## config.mk

```make
export PLATFORM = sky130hd
export DESIGN_NAME = imem_boot_loader_flat
export DESIGN_NICKNAME = d
export VERILOG_FILES = /design/src/rtl/imem_boot_loader_if.sv /design/src/rtl/imem_boot_loader.sv /design/src/flat_wrapper.sv
export SDC_FILE = /design/constraint.sdc
export NUM_CORES = 1
export LEC_CHECK = 0
export ABC_AREA = 1
export BUFFER_PORTS_ARGS = -buffer_cell sky130_fd_sc_hd__buf_2
export CORE_MARGIN = 2
export CORE_UTILIZATION = 34
export DETAILED_ROUTE_END_ITERATION = 10
export HOLD_SLACK_MARGIN = 0.05
export PLACE_DENSITY = 0.59
export SETUP_SLACK_MARGIN = 0.3
export SYNTH_ARGS = -nofsm -noshare
export SYNTH_HDL_FRONTEND = slang
export SYNTH_SLANG_ARGS = --single-unit
```

## constraint.sdc

```tcl
create_clock -name clk_i -period 2.45 [get_ports clk_i]
set_input_delay 0.1225 -clock clk_i [delete_from_list [all_inputs] [get_ports clk_i]]
set_output_delay 0.1225 -clock clk_i [all_outputs]
set_load 0.05 [all_outputs]
```

## src/rtl/imem_boot_loader_if.sv

```systemverilog
`default_nettype none
// ============================================================================
// Module   : imem_boot_loader_if
// Purpose  : Byte-stream receive channel plus instruction-memory write port
//            of the boot loader, bundled for connection.
// Revision : 1.0 - initial release
// ============================================================================
interface imem_boot_loader_if #(
    parameter int ADDR_WIDTH = 10
);
    logic [7:0]            rx_data;
    logic                  rx_valid;
    logic                  rx_ready;
    logic                  im_we;
    logic [ADDR_WIDTH-1:0] im_addr;
    logic [31:0]           im_data;

    // Loader side: consumes the byte stream, drives the memory write port.
    modport master (
        input  rx_data,
        input  rx_valid,
        output rx_ready,
        output im_we,
        output im_addr,
        output im_data
    );

    // Environment side: byte source and instruction memory.
    modport slave (
        output rx_data,
        output rx_valid,
        input  rx_ready,
        input  im_we,
        input  im_addr,
        input  im_data
    );
endinterface
`default_nettype wire

```

## src/rtl/imem_boot_loader.sv

```systemverilog
`default_nettype none
// ============================================================================
// Module   : imem_boot_loader
// Purpose  : Holds the core in reset, loads a length-prefixed big-endian
//            word stream into instruction memory, then releases the core
//            after RELEASE_DELAY cycles. Start from RUN/ERR reloads.
// Revision : 1.0 - initial release
// ============================================================================
module imem_boot_loader #(
    parameter int ADDR_WIDTH    = 10,
    parameter int RELEASE_DELAY = 4
) (
    input  wire logic            clk_i,
    input  wire logic            rst_ni,
    input  wire logic            start_i,
    imem_boot_loader_if.master   bus,
    output logic                 core_reset_o,
    output logic                 busy_o,
    output logic                 done_o,
    output logic                 err_o
);
    localparam int DEPTH = 1 << ADDR_WIDTH;
    localparam int HCW   = (RELEASE_DELAY > 1) ? $clog2(RELEASE_DELAY) : 1;

    typedef enum logic [2:0] {
        S_IDLE = 3'd0,
        S_HDR0 = 3'd1,
        S_HDR1 = 3'd2,
        S_DATA = 3'd3,
        S_HOLD = 3'd4,
        S_RUN  = 3'd5,
        S_ERR  = 3'd6
    } state_e;

    state_e                state_q, state_d;
    logic [15:0]           n_q, n_d;
    logic [ADDR_WIDTH:0]   widx_q, widx_d;
    logic [1:0]            bcnt_q, bcnt_d;
    logic [23:0]           asm_q, asm_d;
    logic [HCW-1:0]        hcnt_q, hcnt_d;
    logic                  we_q, we_d;
    logic [ADDR_WIDTH-1:0] addr_q, addr_d;
    logic [31:0]           data_q, data_d;
    logic                  core_rst_q;
    logic                  busy_q;
    logic                  done_q;
    logic                  err_q;

    logic                  w_ready;
    logic                  w_accept;
    logic [15:0]           w_len;
    logic [31:0]           w_word;
    logic [ADDR_WIDTH:0]   w_widx_inc;

    assign w_ready    = (state_q == S_HDR0) || (state_q == S_HDR1) || (state_q == S_DATA);
    assign w_accept   = w_ready && bus.rx_valid;
    assign w_len      = {n_q[15:8], bus.rx_data};
    // The three earlier bytes of the word sit in the assembler, MSB first.
    assign w_word     = {asm_q, bus.rx_data};
    assign w_widx_inc = widx_q + 1'b1;

    // Next-state and datapath decisions for the load sequence.
    always_comb begin
        state_d = state_q;
        n_d     = n_q;
        widx_d  = widx_q;
        bcnt_d  = bcnt_q;
        asm_d   = asm_q;
        hcnt_d  = hcnt_q;
        we_d    = 1'b0;
        addr_d  = addr_q;
        data_d  = data_q;
        case (state_q)
            S_IDLE, S_RUN, S_ERR: begin
                if (start_i) begin
                    state_d = S_HDR0;
                end
            end
            S_HDR0: begin
                if (w_accept) begin
                    n_d[15:8] = bus.rx_data;
                    state_d   = S_HDR1;
                end
            end
            S_HDR1: begin
                if (w_accept) begin
                    n_d = w_len;
                    if (w_len == 16'd0) begin
                        hcnt_d  = '0;
                        state_d = S_HOLD;
                    end else if ({16'd0, w_len} > 32'(DEPTH)) begin
                        state_d = S_ERR;
                    end else begin
                        widx_d  = '0;
                        bcnt_d  = 2'd0;
                        state_d = S_DATA;
                    end
                end
            end
            S_DATA: begin
                if (w_accept) begin
                    asm_d  = w_word[23:0];
                    bcnt_d = bcnt_q + 2'd1;
                    if (bcnt_q == 2'd3) begin
                        we_d   = 1'b1;
                        addr_d = widx_q[ADDR_WIDTH-1:0];
                        data_d = w_word;
                        widx_d = w_widx_inc;
                        if (32'(w_widx_inc) == {16'd0, n_q}) begin
                            hcnt_d  = '0;
                            state_d = S_HOLD;
                        end
                    end
                end
            end
            S_HOLD: begin
                if (hcnt_q == HCW'(RELEASE_DELAY - 1)) begin
                    state_d = S_RUN;
                end else begin
                    hcnt_d = hcnt_q + 1'b1;
                end
            end
            default: begin
                state_d = S_IDLE;
            end
        endcase
    end

    // State, datapath and state-derived status registers.
    always_ff @(posedge clk_i or negedge rst_ni) begin
        if (!rst_ni) begin
            state_q    <= S_IDLE;
            n_q        <= '0;
            widx_q     <= '0;
            bcnt_q     <= '0;
            asm_q      <= '0;
            hcnt_q     <= '0;
            we_q       <= 1'b0;
            addr_q     <= '0;
            data_q     <= '0;
            core_rst_q <= 1'b1;
            busy_q     <= 1'b0;
            done_q     <= 1'b0;
            err_q      <= 1'b0;
        end else begin
            state_q    <= state_d;
            n_q        <= n_d;
            widx_q     <= widx_d;
            bcnt_q     <= bcnt_d;
            asm_q      <= asm_d;
            hcnt_q     <= hcnt_d;
            we_q       <= we_d;
            addr_q     <= addr_d;
            data_q     <= data_d;
            core_rst_q <= (state_d != S_RUN);
            busy_q     <= (state_d == S_HDR0) || (state_d == S_HDR1) ||
                          (state_d == S_DATA) || (state_d == S_HOLD);
            done_q     <= (state_d == S_RUN);
            err_q      <= (state_d == S_ERR);
        end
    end

    assign bus.rx_ready = w_ready;
    assign bus.im_we    = we_q;
    assign bus.im_addr  = addr_q;
    assign bus.im_data  = data_q;
    assign core_reset_o = core_rst_q;
    assign busy_o       = busy_q;
    assign done_o       = done_q;
    assign err_o        = err_q;
endmodule
`default_nettype wire

```

## src/flat_wrapper.sv

```systemverilog
// flat-port wrapper written by rule: the top's interface ports become plain ports
module imem_boot_loader_flat 
#(
    parameter int ADDR_WIDTH    = 10,
    parameter int RELEASE_DELAY = 4
)
  (clk_i, rst_ni, start_i, core_reset_o, busy_o, done_o, err_o, bus_rx_data, bus_rx_valid, bus_rx_ready, bus_im_we, bus_im_addr, bus_im_data);
  imem_boot_loader_if #(.ADDR_WIDTH(ADDR_WIDTH)) bus_i ();
  input  wire logic clk_i;
  input  wire logic rst_ni;
  input  wire logic start_i;
  output logic core_reset_o;
  output logic busy_o;
  output logic done_o;
  output logic err_o;
  input wire logic [$bits(bus_i.rx_data)-1:0] bus_rx_data;
  input wire logic [$bits(bus_i.rx_valid)-1:0] bus_rx_valid;
  output wire logic [$bits(bus_i.rx_ready)-1:0] bus_rx_ready;
  output wire logic [$bits(bus_i.im_we)-1:0] bus_im_we;
  output wire logic [$bits(bus_i.im_addr)-1:0] bus_im_addr;
  output wire logic [$bits(bus_i.im_data)-1:0] bus_im_data;
  assign bus_i.rx_data = bus_rx_data;
  assign bus_i.rx_valid = bus_rx_valid;
  assign bus_rx_ready = bus_i.rx_ready;
  assign bus_im_we = bus_i.im_we;
  assign bus_im_addr = bus_i.im_addr;
  assign bus_im_data = bus_i.im_data;
  imem_boot_loader #(.ADDR_WIDTH(ADDR_WIDTH), .RELEASE_DELAY(RELEASE_DELAY)) u_core (.clk_i(clk_i), .rst_ni(rst_ni), .start_i(start_i), .bus(bus_i), .core_reset_o(core_reset_o), .busy_o(busy_o), .done_o(done_o), .err_o(err_o));
endmodule
```

==> results.yml <==
timing:
  tns_ps: 0
  finalClockSkew_ps: 12.0
  rsz0062_at_grt: "false"
  maxSlewHeadroom: 0.605
  drv_slew: 0
  setup_viol: 0
  finalHoldViolations: 0
  timing.final.crit_period_ps: 2010
  max_freq_mhz: 498
  worstMarginPinSlew_ps: 593
  finalCritPeriodShare: 0.820
cts:
  clk_pin_slew_ps: 70
  cts_buffers: 9
  cts-root-buf: "clkbuf_16"
  cts_buffer_depth: 2
  cts_sinks: 105
  clock_latency_ps: 350
  cts_tree: "done"
  htreeDepth: 3
synthesis:
  yosysSeqAreaShare: 0.558
  syn_inst: 547
  syn_area_per_cell_um2: 8.62
  syn-num-nets: 562
  synth-warning-count: 0
  synth_seq_cells: 105
  synth.distinct_cells: 31
  syn_area_um2: 4710
global_routing:
  grt_pass1_vias: 3680
  grt_overflow_total: 0
  grt_use_total: 0.155
  grt_pass1_wl_um: 18000
  antenna_found_initial: 0
  grt_max_degree: 62
run:
  cap_violations: 0
detailed_routing:
  drt_iter0_markers: 235
  viasPerCell: 4.68
  ant_nets: 0
  vias: 3747
  avgRoutedWirePerCell_um: 13.3
  drc: 0
  firstDrtPassIters: 5
  wirelength_um: 10700
floorplan:
  row_count: 43
  start_util: 0.344
  die_w_um: 122
  dieArea_um2: 14800
  die_h_um: 122
  core_um2: 13700
  ios: 60
layout:
  area_growth_syn_to_layout_pct: 19.5
  layout-drive-gt1-share: 0.198
  finish.instance_area_um2: 5630
  antennaDiodeCount: 0
  finalNetCount: 630
  fillerInstances: 1379
pwr:
  p_clk_frac: 0.203
  power_leakage_nw: 2.79
  p_seq_frac: 0.386
  ir_worst_vdd_mv: 0.558
  swShare: 0.459
  internal-power_mw: 3.79
  p_switching_mw: 3.22
  power_density_nw_per_um2: 1250
  combPwrFrac: 0.411
  finalPower_mw: 7.02
place:
  place_area_um2: 5230
  place_congestion: 0.940
  port-buffer-count: 59
  dp_hpwl_um: 7630
worst_setup_path:
  end_kind: "flop"
  arrival_ps: 2240
  cp_max_fo: 5
  cp_data_required_time_ps: 2690
  startpoint_type: "flop"
  crit_type: "flop to flop"
outcome:
  status: "finished, final reports clean"
min_path:
  hp-class: "input pin to flop"
cell type report:
cell class / instances / area, µm² / area share
well taps: 180 / 225 / 0.0400
flip-flops and latches: 105 / 2630 / 0.467
clock buffers: 9 / 225 / 0.0400
inverters: 74 / 278 / 0.0493
repair buffers: 75 / 474 / 0.0842
multi-input cells: 350 / 1730 / 0.307
clock inverters: 7 / 72.6 / 0.0129
power groups by stage:
stage	Sequential [mW]	Combinational [mW]	Clock [mW]
2_1_floorplan	3.77	1.05	0
4_1_cts	2.71	2.85	1.46
5_1_grt	2.79	3.17	1.53
3_3_place_gp	2.71	2.78	0
6_report	2.71	2.88	1.42
3_5_place_dp	2.74	2.83	0
registers in the layout (all words and copies together) (netlist names):
name and flops:
u_core.bus.im_data 32, u_core.asm_q 24, u_core.n_q 16, u_core.widx_q 11
u_core.bus.im_addr 10, u_core.state_q 3, u_core.bcnt_q 2, u_core.hcnt_q 2
u_core.bus.im_we 1, u_core.busy_o 1, u_core.core_reset_o 1, u_core.done_o 1
u_core.err_o 1
critical path: stages, from the launching register on:
cell	delay, ps
dfrtp_2	450
ha_4	280
inv_1	50
nand2_1	50
nand2_1	50
nor2_1	80
nand2_1	70
nor2_1	90
nand4_1	190
nor2_4	190
nand3_4	100
nand2_4	80
nand3_4	80
nand2_1	70
o21ai_1	60
cells in the mapped netlist, drive strengths merged:
cell type  count  area share
nand2        163        0.14
dfrtp        104        0.55
o21ai         95        0.10
inv           74       0.059
nor2          35       0.042
nand3         26       0.036
buf           11       0.014
nand4         10       0.013
clkbuf         7      0.0056
a21oi          6      0.0088
ha             3      0.0080
o22ai          3      0.0040
o21bai         2      0.0032
a211oi         1      0.0016
a22o           1      0.0019
a311oi         1      0.0019
and2           1      0.0013
dfstp          1      0.0056
nand3b         1      0.0016
nor3           1      0.0011
or2            1      0.0013
stage by stage:
| stage | hold slack, ps | cells | worst slack, ps | util |
|---|---|---|---|---|
| after global placement | 154 | 775 | 450 | 0.381 |
| after CTS | 51.8 | 797 | 391 | 0.408 |
| final | 62.4 | 800 | 442 | 0.411 |
| after floorplan | -173 | 547 | 508 | - |
| after detailed placement | 171 | 775 | 409 | 0.381 |
| after global routing | 66.3 | 800 | 300 | 0.411 |
cell families after synthesis:
| logic type | share of synthesized area |
|---|---|
| buffers and inverters | 0.0788 |
| and+or+nand+nor | 0.234 |
| DFF | 0.558 |
| adders and majority gates | 0.00796 |
| AOI/OAI and AO/OA | 0.122 |
placed cells by master (no fill, tap or decap), drive strengths merged:
cell,synthesis,final
or2,1,1
clkbuf,7,9
dlygate4sd3,0,6
ha,3,3
nand3,26,26
clkinv,0,4
a311oi,1,1
o21ai,95,95
dfrtp,104,104
nor2,35,35
and2,1,1
inv,74,77
a211oi,1,1
a22o,1,1
o22ai,3,3
o21bai,2,2
nand4,10,10
buf,11,69
dfstp,1,1
a21oi,6,6
nor3,1,1
nand2,163,163
nand3b,1,1
final timing paths:
kind / startpoint / to / slack, ps / cells after the start
setup reg to reg: u_core.widx_q[0] / u_core.hcnt_q[1] / 440 / 14
hold / removal: bus_rx_data[2] / u_core.asm_q[2] / 60 / 3
setup / recovery: u_core.widx_q[0] / u_core.hcnt_q[1] / 440 / 14
hold reg to reg: u_core.bus.im_data[27] / u_core.bus.im_data[27] / 480 / 2
min in group asynchronous: rst_ni / u_core.bus.im_data[16] / 320 / 2
max in group asynchronous: rst_ni / u_core.core_reset_o / 1340 / 3
layer usage:
metal	GRT usage	vias up	part of all wire
li1	-	1883	-
met1	0.214	1785	0.47
met2	0.240	63	0.47
met3	0.0281	16	0.039
met4	0.0654	0	0.022
met5	0	-	0
timing repair:
item / in CTS / in global routing
setup buffers: 0 / 3
hold endpoints to repair: 51 / 0
gates resized for setup: 0 / 4
endpoints found under the setup margin: 0 / 17
hold buffers: 6 / 0
Note: power is estimated with default switching activity, not from simulation.
